<file path="src/rtl/delay_out_fifo.sv">
// -----------------------------------------------------------------------------
// delay_out_fifo
// Small FIFO that sits behind an upstream fixed-latency delay line. A warm-up
// counter follows the same 'en' strobe as the delay line. Once CYCLES enabled
// cycles have elapsed, the delay output holds valid samples. From then on,
// every enabled cycle pushes in_data into a circular buffer.
//
// Ports
//   clk        sole clock, all state on the rising edge
//   rst        synchronous active-low reset
//   en         advance strobe (shared with the upstream delay line)
//   in_data    upstream delay output, captured on push
//   out_valid  head entry available (count != 0)
//   out_ready  consumer accepts the head entry
//   out_data   head entry, registered; holds its last value when empty
//   count      current occupancy, 0..DEPTH
//   full       count == DEPTH
//   warm       warm-up complete
//   overflow   sticky: a push was dropped because the FIFO was full
// -----------------------------------------------------------------------------
module delay_out_fifo #(
    parameter int WIDTH  = 8,
    parameter int CYCLES = 30,
    parameter int DEPTH  = 4
) (
    input  logic                       clk,
    input  logic                       rst,
    input  logic                       en,
    input  logic [WIDTH-1:0]           in_data,
    output logic                       out_valid,
    input  logic                       out_ready,
    output logic [WIDTH-1:0]           out_data,
    output logic [$clog2(DEPTH+1)-1:0] count,
    output logic                       full,
    output logic                       warm,
    output logic                       overflow
);

    localparam int WW = $clog2(CYCLES + 1);
    localparam int PW = $clog2(DEPTH);
    localparam int CW = $clog2(DEPTH + 1);

    logic [WW-1:0]    wcnt_q,   wcnt_d;
    logic [PW-1:0]    wr_ptr_q, wr_ptr_d;
    logic [PW-1:0]    rd_ptr_q, rd_ptr_d;
    logic [CW-1:0]    count_q,  count_d;
    logic             ovf_q,    ovf_d;
    logic [WIDTH-1:0] head_q,   head_d;
    logic [WIDTH-1:0] mem_q [DEPTH];

    logic warm_s;
    logic full_s;
    logic push_req_s;
    logic pop_s;
    logic push_s;
    logic drop_s;

    // Next-state logic for the warm-up counter, pointers, occupancy and head register
    always_comb begin
        warm_s     = (wcnt_q == WW'(CYCLES));
        full_s     = (count_q == CW'(DEPTH));
        // Push uses the registered warm flag, so the first push lands on the
        // enabled cycle after the counter saturates.
        push_req_s = en && warm_s;
        pop_s      = (count_q != {CW{1'b0}}) && out_ready;
        // A full FIFO still accepts a push when a pop frees a slot on the same edge.
        push_s     = push_req_s && (!full_s || pop_s);
        drop_s     = push_req_s && full_s && !pop_s;

        if (en && !warm_s) begin
            wcnt_d = wcnt_q + WW'(1);
        end else begin
            wcnt_d = wcnt_q;
        end

        if (push_s) begin
            wr_ptr_d = wr_ptr_q + PW'(1);
        end else begin
            wr_ptr_d = wr_ptr_q;
        end

        if (pop_s) begin
            rd_ptr_d = rd_ptr_q + PW'(1);
        end else begin
            rd_ptr_d = rd_ptr_q;
        end

        case ({push_s, pop_s})
            2'b10:   count_d = count_q + CW'(1);
            2'b01:   count_d = count_q - CW'(1);
            default: count_d = count_q;
        endcase

        ovf_d = ovf_q | drop_s;

        // The head register tracks the entry at the next read pointer. When that
        // slot is being written on this same edge, the memory still holds stale
        // data, so take in_data directly.
        if (count_d == {CW{1'b0}}) begin
            head_d = head_q;
        end else if (push_s && (wr_ptr_q == rd_ptr_d)) begin
            head_d = in_data;
        end else begin
            head_d = mem_q[rd_ptr_d];
        end
    end

    // Control and output registers with synchronous active-low reset
    always_ff @(posedge clk) begin
        if (!rst) begin
            wcnt_q   <= {WW{1'b0}};
            wr_ptr_q <= {PW{1'b0}};
            rd_ptr_q <= {PW{1'b0}};
            count_q  <= {CW{1'b0}};
            ovf_q    <= 1'b0;
            head_q   <= {WIDTH{1'b0}};
        end else begin
            wcnt_q   <= wcnt_d;
            wr_ptr_q <= wr_ptr_d;
            rd_ptr_q <= rd_ptr_d;
            count_q  <= count_d;
            ovf_q    <= ovf_d;
            head_q   <= head_d;
        end
    end

    // Storage array; entries are only meaningful below count, so no reset needed
    always_ff @(posedge clk) begin
        if (rst && push_s) begin
            mem_q[wr_ptr_q] <= in_data;
        end
    end

    assign out_valid = (count_q != {CW{1'b0}});
    assign out_data  = head_q;
    assign count     = count_q;
    assign full      = (count_q == CW'(DEPTH));
    assign warm      = (wcnt_q == WW'(CYCLES));
    assign overflow  = ovf_q;

endmodule

</file>
<file path="config.mk">
export PLATFORM = sky130hd
export DESIGN_NAME = delay_out_fifo
export DESIGN_NICKNAME = d
export VERILOG_FILES = /design/src/rtl/delay_out_fifo.sv
export SDC_FILE = /design/constraint.sdc
export NUM_CORES = 1
export LEC_CHECK = 0
export CAP_MARGIN = 10
export CORE_AREA = 3 3 85 87
export DETAILED_ROUTE_END_ITERATION = 6
export DIE_AREA = 0 0 88 90
export GPL_TIMING_DRIVEN = 0
export HOLD_SLACK_MARGIN = 0.12
export PLACE_DENSITY = 0.68
export REMOVE_ABC_BUFFERS = 1
export SETUP_SLACK_MARGIN = 0.05
export SYNTH_ARGS = -nofsm -noshare
export SYNTH_HDL_FRONTEND = slang
export SYNTH_SLANG_ARGS = --single-unit
export TNS_END_PERCENT = 10
</file>
<file path="constraint.sdc">
create_clock -name clk -period 3.7 [get_ports clk]
set_clock_uncertainty 0.1 [all_clocks]
set_input_delay 0.555 -clock clk [delete_from_list [all_inputs] [get_ports clk]]
set_output_delay 0.555 -clock clk [all_outputs]
set_load 0.05 [all_outputs]
</file>
==> results of run 1 <==
-- Yosys cell counts (6+ instances only) --
cell type,count,area [um^2]
o221a_1,8,90.1
o21ai_0,10,50.1
dfxtp_1,21,420
edfxtp_1,32,961
nand2_1,14,52.6
nor3_1,17,85.1
o211a_1,8,80.1
inv_1,18,67.6
ha_1,6,75.1
clkbuf_1,10,37.5
o211ai_1,8,60.1
nor2_1,16,60.1
nor3b_1,8,60.1
o311a_1,8,80.1
xnor2_1,6,52.6
mux2i_1,8,80.1
a211oi_1,10,75.1
-- worst reg2reg max path, stage by stage (launching register included) --
cell	delay, ns
dfxtp_1	0.68
o31a_4	0.42
nand2_1	0.13
fa_1	0.49
and2b_2	0.26
a21oi_1	0.06
or4_4	0.50
and2_4	0.24
o221a_1	0.24
-- per-stage QoR --
stage / TNS [ns] / hold slack, ns / total power [uW]
after CTS: 0 / 0.386 / 1010
after detailed placement: -7.74 / 0.358 / 679
after floorplan: 0 / 0.372 / 653
after global placement: -6.56 / 0.351 / 677
after global routing: 0 / 0.404 / 1040
final: 0 / 0.383 / 995
-- power by group --
part,internal [uW],switching [uW]
Combinational,16.1,20.2
Sequential,626,2.70
Clock,134,196
-- layout make-up --
| type | count | area [um^2] |
|---|---|---|
| Fill cell | 549 | 3170 |
| Sequential cell | 53 | 1380 |
| Multi-Input combinational cell | 171 | 1320 |
| Timing Repair Buffer | 28 | 302 |
| Tap cell | 77 | 96.3 |
| Clock buffer | 6 | 72.6 |
| Inverter | 18 | 67.6 |
| Clock inverter | 2 | 15.0 |
-- registers in the layout, indices dropped and copies added (netlist names) --
signal,cells
count,3
rd_ptr_q,2
overflow,1
wcnt_q,5
mem_q,32
out_data,8
wr_ptr_q,2
-- worst min-delay path by stage --
stage                endpoint  cells past startpoint      start
floorplan           wcnt_q[4]                      2  wcnt_q[4]
global placement     overflow                      1   overflow
detailed placement   overflow                      1   overflow
CTS                  overflow                      1   overflow
global route         overflow                      1   overflow
finish               overflow                      1   overflow
-- per-layer routing --
metal,vias up,track usage [%]
met4,0,4.99
met5,-,0
met1,1037,22.1
li1,1015,-
met3,5,3.02
met2,28,26.8
-- logic make-up after synthesis --
| family | after synthesis | share of synthesized area [%] |
|---|---|---|
| xor+xnor | 11 | 3.78 |
| fa+ha+maj | 7 | 3.26 |
| buf+inv | 43 | 8.03 |
| simple gates | 77 | 14.9 |
| mux | 8 | 2.75 |
| flops | 53 | 47.4 |
| compound gates | 68 | 19.9 |
-- what timing repair did --
action	CTS	global route
endpoints found under the setup margin	8	0
buffers inserted	0	0
gates resized for setup	3	0
endpoints found under the hold margin	0	0
==> metrics.md, run 1 <==
| Metric | Value |
|---|---|
| First-pass GRT wire length | 10300 um |
| Post-route ant nets | 0 |
| Worst slew pin tran | 1.02 ns |
| Die Y | 90 um |
| Clock-pin slew on the worst setup and hold paths | 0.10 ns |
| Placer congestion estimate | 0.802 |
| Drt first pass iters | 4 |
| Post-synthesis cell count | 267 |
| Input/output buffers | 26 |
| # hold bufs at CTS | 0 |
| Fraction of layout cells with a size suffix above 1 | 8.99% |
| Ys flop type | edfxtp_1 |
| TritonCTS clock tree | done |
| Core region area | 6420 um^2 |
| Cell area power density | 306 nW/um^2 |
| Final setup viols | 0 |
| Crit path to | out_data[7] |
| Worst r2r dst | out_data[7] |
| Number of buffers created by CTS | 5 |
| Largest net degree at the start of global routing | 36 |
| Drt wl/cell | 17.3 um |
| CP Launch Point | out_ready |
| Commonest cells after routing, fill and taps aside | edfxtp_1, clkdlybuf4s50_1, dfxtp_1 |
| Final design utilization | 50.6% |
| WP data arrival | 3.59 ns |
| Fin. max-slew vios | 0 |
| Crit-path cells | dlygate4sd2_1, o31a_4, nand2_1, fa_1, and2b_2, a21oi_1, or4_4, and2_4, o221a_1 |
| Cells after DPL | 345 |
| # IOs | 27 |
| Die Area | 7920 um^2 |
| Layout area overhead | 11.6% |
| Vias | 2085 |
| Reg2reg setup slack | 0.48 ns |
| Layout Nets | 296 |
| Cell family with most CP delay | simple AND/OR/NAND/NOR gates |
| DR DRC count | 0 |
| Die width | 88 um |
| Placement-stage cell area | 3110 um^2 |
| # rows | 29 |
| GRT Total Usage | 16.5% |
| Synth async-reset ratio | 0% |
| Worst reg2reg startpoint | count[2] |
| Max_cap viols | 0 |
| Ant diodes | 0 |
| Finished Layout Cells | 355 |
| Critical Setup Path Class | in -> reg |
| Delay of the slowest critical-path stage | 0.63 ns |
| Final worst-path cycle share | 94.1% |
| Final worst setup slack | 0.220 ns |
| Metal3 WL | 122 um |
| Worst hold path class | reg -> reg |
| Worst setup EP type | flip-flop |
| Worst rel slew slack | 32.0% |
| Max Fanout on Critical Path | 27 |
| Leak Pwr | 0.00109 uW |
| Grt total ovfl | 0 |
| RSZ-0062 raised after global routing | false |
| Metal2 WL | 3110 um |
| Commonest non-fill, non-tap cell in the layout | edfxtp_1 |
| Worst path bufs/invs | 1 |
| DP HPWL | 3870 um |
| Tmin final | 3.48 ns |
| Slowest cell on crit path | dlygate4sd2_1 |
| Fmax | 287 MHz |
| Unique masters post-synth | 53 |
| WP depth | 9 |
| Num Clock Sinks | 53 |
| CP startpoint kind | input port |
| Post-route cell area | 3250 um^2 |
| Peak supply drop | 0.000130 V |
| DRT met1 WL | 2860 um |
| Htree depth | 2 |
| Final hold violation count | 0 |
| EDFF count, synth | 32 |
| Top Metal Used | met4 |
| Worst-case reg-to-reg path depth | 8 |
| Root Buffer | clkbuf_8 |
| Initial antenna violation count | 0 |
| Clock Tree Buf Depth | 2 |
| Outcome | complete, no violations |
| Initial Util | 45.4% |
| Worst-skew pair later-pin latency | 0.31 ns |
| WP data required | 3.81 ns |
| Drt total wl | 6160 um |
| Syn. warnings | 0 |
| Vias in the first global route | 2082 |
| Pre-CTS worst setup slack | -0.935 ns |
| Vias/cell | 5.87 |
| Syn Std Cell Area | 2910 um^2 |
| Mean post-synth cell area | 10.9 um^2 |
| Iteration-0 DRC Markers | 142 |
| Register area share after synthesis | 47.4% |
| FF+latch count, synth | 53 |
Power figures use the tool's default switching activity.
==> run 2, diff against run 1 <==
==> constraint.sdc (replaced) <==
create_clock -name clk -period 3.4 [get_ports clk]
set_clock_uncertainty 0.1 [all_clocks]
set_input_delay 0.51 -clock clk [delete_from_list [all_inputs] [get_ports clk]]
set_output_delay 0.51 -clock clk [all_outputs]
set_load 0.05 [all_outputs]
==> run 2 against run 1 <==
Worst hold slack hardly changed. Cell count did not move. Setup slack got worse by 0.032 ns. Final area is 0.15% higher. First-iteration DRC count rose by 7.0%. Global-route usage about the same. Clock-buffer cell count stayed put. Sequential share of layout area barely moved. Total power increased by 8.7%. Critical path depth down 1. Flip-flop and latch count is the same. Via count about the same. Largest power group unchanged.
==> metrics.md, run 2 (synthesis gave the netlist of run 1 again) <==
| Metric | Value |
|---|---|
| Tmin final | 3.21 ns |
| Fraction of layout cells with a size suffix above 1 | 10.1% |
| Outcome | complete, no violations |
| Cell area power density | 332 nW/um^2 |
| Fillers | 550 |
| Fmax | 311 MHz |
| Post-route ant nets | 0 |
| Multi-input gate area | 1320 um^2 |
| Final design utilization | 50.7% |
| Die width | 88 um |
| Worst hold slack | 0.383 ns |
| Placer congestion estimate | 0.802 |
| Critical Setup Path Class | reg -> reg |
| Top Metal Used | met4 |
| GRT Total Usage | 16.5% |
| Crit-path cells | o31a_4, nand2_1, fa_1, and2b_2, a21oi_1, or4_4, and2_4, o221a_1 |
| Worst-case reg-to-reg path depth | 8 |
| Input/output buffers | 26 |
| RSZ-0062 raised after global routing | false |
| Fin. max-slew vios | 0 |
| Core region area | 6420 um^2 |
| Worst rel slew slack | 31.7% |
| Worst setup EP type | flip-flop |
| DP HPWL | 3870 um |
| Final setup viols | 0 |
| Reg with most FFs | mem_q |
| Largest net degree at the start of global routing | 36 |
| WP data arrival | 3.32 ns |
| Commonest cells after routing, fill and taps aside | edfxtp_1, clkdlybuf4s50_1, dfxtp_1 |
| Clock-pin slew on the worst setup and hold paths | 0.10 ns |
| Layout area overhead | 11.7% |
| Max reg flops | 32 |
| Worst path bufs/invs | 0 |
| First-pass GRT wire length | 10300 um |
| Max_cap viols | 0 |
| Root Buffer | clkbuf_8 |
| Metal2 WL | 3050 um |
| Peak supply drop | 0.000142 V |
| Drt first pass iters | 4 |
| DRT met1 WL | 2830 um |
| Max Fanout on Critical Path | 27 |
| Postcts setup bufs | 0 |
| CP startpoint kind | flip-flop |
| Delay of the slowest critical-path stage | 0.68 ns |
| Register area | 1380 um^2 |
| Grt total ovfl | 0 |
| WHS Path Cells | 1 |
| Metal3 WL | 173 um |
| Cell family with most CP delay | simple AND/OR/NAND/NOR gates |
| Worst-skew pair later-pin latency | 0.31 ns |
| Worst hold path class | reg -> reg |
| Initial Util | 45.4% |
| Drt wl/cell | 17.3 um |
| TritonCTS clock tree | done |
| Leak Pwr | 0.00109 uW |
| Vias in the first global route | 2079 |
| Vias/cell | 5.87 |
| # IOs | 27 |
| Die Y | 90 um |
| Layout Nets | 296 |
| Worst slew pin tran | 1.02 ns |
| Iteration-0 DRC Markers | 152 |
| Drt total wl | 6130 um |
| Vias | 2084 |
| Die Area | 7920 um^2 |
| WP data required | 3.50 ns |
| Ant diodes | 0 |
| WP depth | 8 |
| Final worst-path cycle share | 94.5% |
| Slowest cell on crit path | dfxtp_1 |
| Clock Tree Buf Depth | 2 |
| Initial antenna violation count | 0 |
| # rows | 29 |
| Commonest non-fill, non-tap cell in the layout | edfxtp_1 |
| Number of buffers created by CTS | 5 |
| Htree depth | 2 |
| DR DRC count | 0 |
| Final hold violation count | 0 |
| Num Clock Sinks | 53 |
## run 2: cell count changes in the layout (fill, tap and decap cells not counted), sizes merged
cell	delta
dlygate4sd2	-1
clkdlybuf4s15	+1
## run 2: path summary, 6_finish.rpt
kind                                from           to  slack [ns]
worst max-delay path            count[2]  out_data[7]        0.19
worst min-delay path            overflow     overflow        0.38
worst max register to register  count[2]  out_data[7]        0.19
worst min register to register  overflow     overflow        0.38
## run 2: power breakdown
part	total, uW	leakage, uW	internal, uW	switching [uW]
sequential	684	0.000458	682	2.95
combinational	39.9	0.000595	17.8	22.0
clock	357	0.0000374	146	212
total	1080	0.00109	845	237
## run 2: metal layers
layer  vias up  GRT usage, %
li1       1016             -
met1      1022          22.2
met2        38          26.7
met3         8          3.02
met4         0          4.99
met5         -             0
## run 2: repair_timing
item	CTS	global route
resized for setup	5	2
hold buffers	0	0
gates cloned	0	0
pin swaps	0	0
setup endpoints to repair	10	5
## run 2: final cells by class
cell class | instances | share of cell area [%]
Sequential cell | 53 | 42.5
Inverter | 18 | 2.08
Clock buffer | 6 | 2.23
Timing Repair Buffer | 28 | 9.34
Multi-Input combinational cell | 171 | 40.5
Tap cell | 77 | 2.96
Clock inverter | 2 | 0.461
## run 2: metrics by stage
stage	std cells	instance area, um^2	worst slack (ns)	setup TNS (ns)	total power [uW]
2_1_floorplan	242	2750	-0.141	-1.13	711
3_3_place_gp	345	3100	-1.06	-9.07	737
3_5_place_dp	345	3110	-1.19	-10.29	739
4_1_cts	353	3210	0.190	0	1090
5_1_grt	355	3260	0.0508	0	1130
6_report	355	3260	0.188	0	1080
